File: src/rtl/datapath_p_pkg.sv
// Shared definitions for the datapath core: ALU opcodes, memory FSM states,
// flag layout and the fixed Xbus select offsets.
package datapath_p_pkg;

  localparam int PC_SEL   = 0;
  localparam int GPR_BASE = 1;

  // Codes 14 and 15 are unassigned and behave as PASSA.
  typedef enum logic [3:0] {
    ALU_PASSA = 4'h0,
    ALU_PASSB = 4'h1,
    ALU_ADD   = 4'h2,
    ALU_ADC   = 4'h3,
    ALU_SUB   = 4'h4,
    ALU_SBC   = 4'h5,
    ALU_AND   = 4'h6,
    ALU_OR    = 4'h7,
    ALU_XOR   = 4'h8,
    ALU_NOT   = 4'h9,
    ALU_INC   = 4'hA,
    ALU_DEC   = 4'hB,
    ALU_SHL   = 4'hC,
    ALU_SHR   = 4'hD
  } aluop_t;

  typedef enum logic [1:0] {
    MEM_IDLE    = 2'd0,
    MEM_RD_WAIT = 2'd1,
    MEM_WR_WAIT = 2'd2
  } mem_st_t;

  typedef struct packed {
    logic s;
    logic z;
    logic cy;
  } flags_t;

endpackage

File: src/rtl/datapath_core_p_alu.sv
// Combinational ALU. Cy is carry-out for add/inc, borrow for sub/dec,
// the shifted-out bit for shifts, and passes Cy_in through for logic/pass ops.
module alu_p
  import datapath_p_pkg::*;
#(
  parameter int DW = 8
) (
  input  logic [DW-1:0] a,
  input  logic [DW-1:0] b,
  input  logic          cy_in,
  input  logic [3:0]    op,
  output logic [DW-1:0] y,
  output flags_t        flags
);

  logic [DW:0] ext;
  logic [DW:0] a_x, b_x, c_x, one_x;

  assign a_x   = {1'b0, a};
  assign b_x   = {1'b0, b};
  assign c_x   = {{DW{1'b0}}, cy_in};
  assign one_x = {{DW{1'b0}}, 1'b1};

  // ext[DW] is the carry/borrow slot; subtraction wraps into it on borrow.
  always_comb begin
    ext = {cy_in, a};
    case (op)
      ALU_PASSA: ext = {cy_in, a};
      ALU_PASSB: ext = {cy_in, b};
      ALU_ADD:   ext = a_x + b_x;
      ALU_ADC:   ext = a_x + b_x + c_x;
      ALU_SUB:   ext = a_x - b_x;
      ALU_SBC:   ext = a_x - b_x - c_x;
      ALU_AND:   ext = {cy_in, a & b};
      ALU_OR:    ext = {cy_in, a | b};
      ALU_XOR:   ext = {cy_in, a ^ b};
      ALU_NOT:   ext = {cy_in, ~a};
      ALU_INC:   ext = a_x + one_x;
      ALU_DEC:   ext = a_x - one_x;
      ALU_SHL:   ext = {a, 1'b0};
      ALU_SHR:   ext = {a[0], 1'b0, a[DW-1:1]};
      default:   ext = {cy_in, a};
    endcase
  end

  assign y     = ext[DW-1:0];
  assign flags = {ext[DW-1], ~|ext[DW-1:0], ext[DW]};

endmodule

File: src/rtl/datapath_core_p.sv
// Register-file datapath around a shared Xbus, with a combinational ALU
// and a three-state memory handshake FSM (read/write request, wait for ack).
module datapath_core_p
  import datapath_p_pkg::*;
#(
  parameter int DW   = 8,
  parameter int NGPR = 3,
  parameter int SELW = 3
) (
  input  logic            clock,
  input  logic            reset,
  input  logic [DW-1:0]   RD,
  input  logic            mem_ack,
  output logic [DW-1:0]   MA,
  output logic [DW-1:0]   WD,
  output logic            mem_re,
  output logic            mem_we,
  input  logic [SELW-1:0] xsrc,
  input  logic [SELW-1:0] xdst,
  input  logic [3:0]      aluop,
  input  logic            Rwe,
  input  logic            FLGwe,
  input  logic            mem_rd,
  input  logic            mem_wr,
  output logic            busy,
  output logic [DW-1:0]   I,
  output logic [2:0]      SZCy,
  input  logic [SELW-1:0] dbg_addr,
  output logic [DW-1:0]   dbg_data
);

  localparam int NSRC = 2 ** SELW;

  localparam logic [SELW-1:0] SRC_R   = SELW'(NGPR + 1);
  localparam logic [SELW-1:0] SRC_RDR = SELW'(NGPR + 2);
  localparam logic [SELW-1:0] SRC_FLG = SELW'(NGPR + 3);
  localparam logic [SELW-1:0] DST_PC  = SELW'(PC_SEL);
  localparam logic [SELW-1:0] DST_MAR = SELW'(NGPR + 1);
  localparam logic [SELW-1:0] DST_WDR = SELW'(NGPR + 2);
  localparam logic [SELW-1:0] DST_T   = SELW'(NGPR + 3);
  localparam logic [SELW-1:0] DST_I   = SELW'(NGPR + 4);

  logic [DW-1:0]            pc, t, r, mar, wdr, rdr, ir, flg;
  logic [NGPR-1:0][DW-1:0]  gpr;
  logic [NSRC-1:0][DW-1:0]  src;
  logic [DW-1:0]            xbus, alu_y;
  flags_t                   alu_fl;
  mem_st_t                  st;
  logic                     wr_en;

  // Source table shared by the Xbus and the debug port; unused codes read all-ones.
  always_comb begin
    src = '1;
    src[PC_SEL] = pc;
    for (int k = 0; k < NGPR; k++) src[GPR_BASE + k] = gpr[k];
    src[SRC_R]   = r;
    src[SRC_RDR] = rdr;
    src[SRC_FLG] = flg;
  end

  assign xbus     = src[xsrc];
  assign dbg_data = src[dbg_addr];

  alu_p #(.DW(DW)) u_alu (
    .a     (xbus),
    .b     (t),
    .cy_in (flg[0]),
    .op    (aluop),
    .y     (alu_y),
    .flags (alu_fl)
  );

  // MAR/WDR can only change through Xbus writes, so gating on busy keeps them stable.
  assign wr_en = Rwe & ~busy;

  always_ff @(posedge clock or posedge reset) begin
    if (reset) begin
      pc  <= '0;
      gpr <= '0;
      t   <= '0;
      r   <= '0;
      mar <= '0;
      wdr <= '0;
      ir  <= '0;
      flg <= '0;
      rdr <= '0;
    end else begin
      if (FLGwe) flg <= DW'(alu_fl);
      if (wr_en) begin
        if (xdst == DST_PC)  pc  <= xbus;
        if (xdst == DST_MAR) mar <= xbus;
        if (xdst == DST_WDR) wdr <= xbus;
        if (xdst == DST_I)   ir  <= xbus;
        if (xdst == DST_T) begin
          t <= xbus;
          r <= alu_y;
        end
        for (int k = 0; k < NGPR; k++)
          if (xdst == SELW'(GPR_BASE + k)) gpr[k] <= xbus;
      end
      if (st == MEM_RD_WAIT && mem_ack) rdr <= RD;
    end
  end

  // Strobes are registered alongside the state so they drop with the async reset.
  always_ff @(posedge clock or posedge reset) begin
    if (reset) begin
      st     <= MEM_IDLE;
      busy   <= 1'b0;
      mem_re <= 1'b0;
      mem_we <= 1'b0;
    end else begin
      case (st)
        MEM_IDLE: begin
          if (mem_rd) begin
            st     <= MEM_RD_WAIT;
            busy   <= 1'b1;
            mem_re <= 1'b1;
          end else if (mem_wr) begin
            st     <= MEM_WR_WAIT;
            busy   <= 1'b1;
            mem_we <= 1'b1;
          end
        end
        MEM_RD_WAIT: begin
          if (mem_ack) begin
            st     <= MEM_IDLE;
            busy   <= 1'b0;
            mem_re <= 1'b0;
          end
        end
        MEM_WR_WAIT: begin
          if (mem_ack) begin
            st     <= MEM_IDLE;
            busy   <= 1'b0;
            mem_we <= 1'b0;
          end
        end
        default: begin
          st     <= MEM_IDLE;
          busy   <= 1'b0;
          mem_re <= 1'b0;
          mem_we <= 1'b0;
        end
      endcase
    end
  end

  assign MA   = mar;
  assign WD   = wdr;
  assign I    = ir;
  assign SZCy = flg[2:0];

endmodule

File: config.mk
export PLATFORM = sky130hd
export DESIGN_NAME = datapath_core_p
export DESIGN_NICKNAME = d
export VERILOG_FILES = /design/src/rtl/datapath_p_pkg.sv /design/src/rtl/datapath_core_p_alu.sv /design/src/rtl/datapath_core_p.sv
export SDC_FILE = /design/constraint.sdc
export NUM_CORES = 1
export LEC_CHECK = 0
export BUFFER_PORTS_ARGS = -buffer_cell sky130_fd_sc_hd__buf_2
export CAP_MARGIN = 20
export CORE_MARGIN = 3
export CORE_UTILIZATION = 55
export CTS_CLUSTER_SIZE = 12
export DETAILED_ROUTE_END_ITERATION = 8
export GPL_TIMING_DRIVEN = 1
export PLACE_DENSITY = 0.82
export SLEW_MARGIN = 20
export SYNTH_ARGS = -nofsm -noshare
export SYNTH_HDL_FRONTEND = slang
export SYNTH_SLANG_ARGS = --single-unit
File: constraint.sdc
create_clock -name clock -period 3.5 [get_ports clock]
set_input_delay 0.525 -clock clock [delete_from_list [all_inputs] [get_ports clock]]
set_output_delay 0.525 -clock clock [all_outputs]
set_load 0.02 [all_outputs]
# Word level (Yosys, flattened, before mapping)
# Cells that the tools add are included.
[word_totals]
output_inout_bits = 38
regBits = 88
[op_classes]
n_mux = 17
n_addsub = 6
eq_ne = 29
order_cmp = 2
reduce_logical = 19
n_bitwise = 13
[op_table]
columns = ["cell", "count"]
rows = [
  ["$pmux W9 S13", 1],
  ["$bmux W8 S3", 2],
  ["$eq A4 B4 Y1 const B", 6],
  ["$reduce_and A2 Y1", 9],
  ["$eq A4 B3 Y1 const B", 4],
  ["$mux W8", 2],
  ["$eq A3 B3 Y1 const B", 4],
  ["$ne A2 B2 Y1 const B", 5],
  ["$add A8 B1 Y9 const B", 1],
  ["$add A8 B8 Y9", 1],
  ["$add A9 B1 Y9", 1],
  ["$sub A8 B1 Y9 const B", 1],
  ["$sub A8 B8 Y9", 1],
  ["$sub A9 B1 Y9", 1],
  ["$and A8 B8 Y8", 1],
  ["$eq A4 B2 Y1 const B", 2],
  ["$lt A3 B4 Y1 const B", 2],
  ["$not A1 Y1", 8],
  ["$not A8 Y8", 1],
  ["$or A8 B8 Y8", 1],
  ["$reduce_bool A8 Y1", 1],
  ["$reduce_or A8 Y1", 1],
  ["$xor A8 B8 Y8", 1],
  ["$reduce_and A7 Y1", 1],
  ["other kinds (20)", 28],
]

# Logic depth before layout (Yosys ltp)
[logic_depth]
ltp_word = 7
depth_mapped = 18

# Cells and area by module
# A second synthesis with hierarchy kept.
[hier_totals]
hier_cells = 753
area_unflattened_um2 = 7221.9
[by_module_without_submodules]
columns = ["mod", "area_per_inst_um2", "instances", "cells_each"]
rows = [
  ["datapath_core_p", 4415.5, 1, 345],
  ["alu_p", 2806.4, 1, 408],
]

# Worst setup path after synthesis
# Ideal clock, no wire load.
[synth_timing]
kind = "input to register"
startpoint = "input xsrc[2]"
endpoint = "register flg[2]"
required_ps = 3375
path_buffers = 3
arrival_ps = 3735
path_slack_ps = -359
path_stages = 15
cell_sequence = "buf_2 buf_2 mux2i_1 o22ai_1 mux2i_1 clkbuf_1 ha_1 or2_2 a2111o_1 o211ai_1 nand4_1 xor2_1 a211oi_1 a32oi_1 mux2_2"
[synth_via]
elab_chain_cells = 5
[synth_rtl]
columns = ["item", "line", "source"]
rows = [
  ["start: declaration", "datapath_core_p.sv:18", "input logic [SELW-1:0] xsrc,"],
  ["$bmux W8 S3 *", "datapath_core_p.sv:61", "assign xbus = src[xsrc];"],
  ["$mux W8 (implied by the code) *", "datapath_core_p.sv:61", ""],
  ["$sub A8 B8 Y9 or $add A8 B8 Y9 (tied branches)", "--", ""],
  ["$sub A9 B1 Y9 or $add A9 B1 Y9 (tied branches)", "datapath_core_p_alu.sv:33, datapath_core_p_alu.sv:31", ""],
  ["$pmux W9 S13 *", "datapath_core_p_alu.sv:27", "case (op)"],
  ["end signal: assignment", "datapath_core_p.sv:88", "if (FLGwe) flg <= DW'(alu_fl);"],
  ["end: declaration", "datapath_core_p.sv:43", "logic [DW-1:0] pc, t, r, mar, wdr, rdr, ir, flg;"],
]
# Every way passes the cells marked *; elsewhere a longest branch is shown, timed or not. The select of a mux whose other input is x is not followed.
# A chain may end at the register's enable or synchronous reset.

# Final worst setup path
[layout_timing]
startpoint = "input xsrc[1]"
endpoint = "register flg[1]"
[layout_via]
elab_chain_cells = 7
[layout_rtl]
columns = ["item", "line", "source"]
rows = [
  ["$bmux W8 S3 *", "datapath_core_p.sv:61", ""],
  ["$mux W8 (implied by the code) *", "datapath_core_p.sv:61", ""],
  ["$sub A8 B8 Y9 or $add A8 B8 Y9 (tied branches)", "--", ""],
  ["$sub A9 B1 Y9 or $add A9 B1 Y9 (tied branches)", "datapath_core_p_alu.sv:33, datapath_core_p_alu.sv:31", ""],
  ["$pmux W9 S13 *", "datapath_core_p_alu.sv:27", ""],
  ["$reduce_or A8 Y1 *", "datapath_core_p_alu.sv:47", "assign flags = {ext[DW-1], ~|ext[DW-1:0], ext[DW]};"],
  ["$logic_not A1 Y1 *", "datapath_core_p_alu.sv:47", ""],
]
# Marked as above.

==> run_results.csv <==
group,metric,value,unit
run_status,status,"finished with violations",
run_status,violations,"setup timing",
synth,synth_ff_type,"dfrtp_1",
cells_and_area,utilization,77.9,%
grt,grt-busiest-layer,"met2",
clock_network,clock_tree.buffer_depth,2,
routing,wirelength,25.1,mm
synth,ys_top_cells_by_area,"dfrtp_1, ha_1, o21ai_0, nand2_1, mux2_2",
worst_setup_path,critPathTopFamily,"simple AND/OR/NAND/NOR gates",
timing,worstMarginPinSlew,0.644,ns
synth,avgSynthCellArea,8.74,um^2
worst_setup_path,timing.rr.start,"rdr[4]",
clock_network,cts_tree,"done",
synth,yosysMostFrequentCell,"nand2_1",
routing,drt-initial-drc-count,855,
clock_network,insertion_delay,0.35,ns
place,place_area,8250,um^2
floorplan,dieArea,13600,um^2
synth,synthDistinctLibCells,73,
grt,met2_usage,58.0,%
timing,setup_tns,-0.581,ns
synth,ys_seq_elements,88,
worst_setup_path,slowest_stage,"mux4_2",
job,max_cap_viol_count,0,
synth,synth_area,6720,um^2
grt,antenna_found_initial,0,
clock_network,hold_buffers,0,
grt,grt_usage,37.3,%
worst_setup_path,crit_fanout,7,
worst_setup_path,r2r_cells,15,
timing,slew_violations,0,
worst_setup_path,max_stage_delay,0.53,ns
pwr,power_density,1030,nW/um^2
timing,setup_viol,6,
synth,ys_warn_count,0,
place,hpwl,18.7,mm
floorplan,boundaryPins,66,
worst_setup_path,critPathLaunchType,"primary input",
floorplan,die_w,117,um
worst_setup_path,required,3.75,ns
place,port_buffers,65,
clock_network,numCtsBuffers,9,
place,place_congestion,1.01,
worst_setup_path,path_depth,16,
pwr,vdd_ir_drop_max,879,uV
routing,first_pass_iters,9,
synth,synth_cells,769,
worst_setup_path,crit_start,"xsrc[1]",
synth,syn_nets,840,
clock_network,clock_sinks,88,
min_path,hp-class,"in2async",
cells_and_area,final_area,9080,um^2
routing,num_vias,7170,
cells_and_area,instances_no_fill,1103,
worst_setup_path,crit_buf_inv,6,
synth,synth_edf_count,0,
timing,rsz0062_at_grt,"true",
grt,grt_pass1_wl,38.2,mm
pwr,power_leakage,4.20,nW
clock_network,cts-htree-levels,3,
timing,holdWs,0.159,ns
cells_and_area,syn2layout_area_growth,35.2,%
synth,yosys.area.top_type,"dfrtp_1",
timing,slew-limit-headroom,57.0,%
grt,grt_pass1_vias,7008,
clock_network,clk_pin_slew,0.07,ns
place,place_ws,-0.696,ns
clock_network,cts-root-buf,"clkbuf_16",
timing,fin_skew,0.00723,ns
timing,hold_viol_final,0,
synth,synthTopCellsByCount,"nand2_1, dfrtp_1, o21ai_0",
synth,synthArstFlopShare,100,%
floorplan,die_h,117,um
grt,met3_usage,8.60,%
worst_setup_path,arrival,3.89,ns
synth,synth-seq-area-share,32.8,%
routing,wl_per_cell,22.8,um
routing,drc,0,
floorplan,initial_core_util,57.6,%
timing,post-route-period-util,104,%
worst_setup_path,end_kind,"register",
grt,grt_util_met1,50.4,%
pwr,power,9.36,mW
floorplan,num_rows,39,
place,dp.cells,1073,
worst_setup_path,critical_path_class,"in2reg",
timing,min_period,3.65,ns
cells_and_area,drive_gt1_share,38.1,%
grt,overflow,0,
routing,viasPerCell,6.50,
cells_and_area,antenna_cells,0,
floorplan,coreArea,11700,um^2
grt,grt_max_degree,34,
cells_and_area,fill_cells,766,
timing,max_freq,0.274,GHz
synth,synth_top_area_share,32.8,%
routing,antenna_left,0,
worst_setup_path,crit_chain,"buf_8 > buf_12 > buf_8 > buf_6 > nand2b_1 > mux4_2 > ha_4 > buf_6 > or3b_2 > nand4_1 > a211oi_4 > buf_4 > xor2_1 > a22oi_1 > nand3_2 > o41ai_2",
cells_and_area,finalNetCount,1026,
timing,timing.final.ws_setup,-0.147,ns
==> metal layers <==
layer  share of wire (%)  routed length, um
met1                  39               9900
met2                  46              11500
met3                  10               2630
met4                 4.1               1030
met5                   0                  0
==> layout make-up <==
cell class | count | area, um^2 | share of cell area (%)
Clock buffer | 9 | 225 | 2.48
Clock inverter | 7 | 77.6 | 0.854
Inverter | 48 | 184 | 2.02
Multi-Input combinational cell | 585 | 4640 | 51.1
Sequential cell | 88 | 2200 | 24.2
Tap cell | 143 | 179 | 1.97
Timing Repair Buffer | 223 | 1580 | 17.3
==> cells by family after synthesis <==
logic type | after synthesis | synth area share [%]
xor gates and xnor gates | 26 | 3.39
DFF | 88 | 32.8
muxes | 51 | 10.1
AOI/OAI and AO/OA | 230 | 22.6
and+or+nand+nor | 235 | 16.8
adders and majority gates | 43 | 8.34
buffers and inverters | 96 | 5.94
==> layout by cell type (no fill, tap or decap), types with 9 or more instances in the layout <==
cell,count
mux2_2,19
a21oi_1,36
nor2_1,42
buf_4,151
o21ai_0,77
mux2i_1,10
nand3_1,16
dfrtp_1,88
buf_2,63
o221ai_1,12
xor2_1,11
nor2b_1,20
o22ai_1,12
nand2_1,87
mux4_2,11
clkbuf_16,9
ha_1,28
inv_1,40
==> registers in the layout, summed over array words and instances (netlist names) <==
name	count
r	8
WD	8
MA	8
mem_we	1
t	8
pc	8
flg	3
I	8
mem_re	1
rdr	8
gpr	24
busy	1
st	2
==> worst paths after layout <==
| kind | to | slack [ns] |
|---|---|---|
| min in group clock | rdr[7] | 0.41 |
| worst min register to register | MA[3] | 0.49 |
| worst min-delay path | gpr[22] | 0.16 |
| max in group asynchronous | t[1] | 2.54 |
| worst max-delay path | flg[1] | -0.15 |
| worst max register to register | flg[1] | -0.11 |
==> what timing repair did <==
item | in CTS | in global routing
resized for setup | 51 | 45
pin swaps | 25 | 30
setup endpoints to repair | 9 | 9
setup buffers | 12 | 6
==> power breakdown <==
part | internal, mW | switching, mW
Combinational | 3.10 | 3.37
Sequential | 1.49 | 0.411
Clock | 0.562 | 0.433
Total | 5.15 | 4.21
Power figures use the tool's default switching activity.
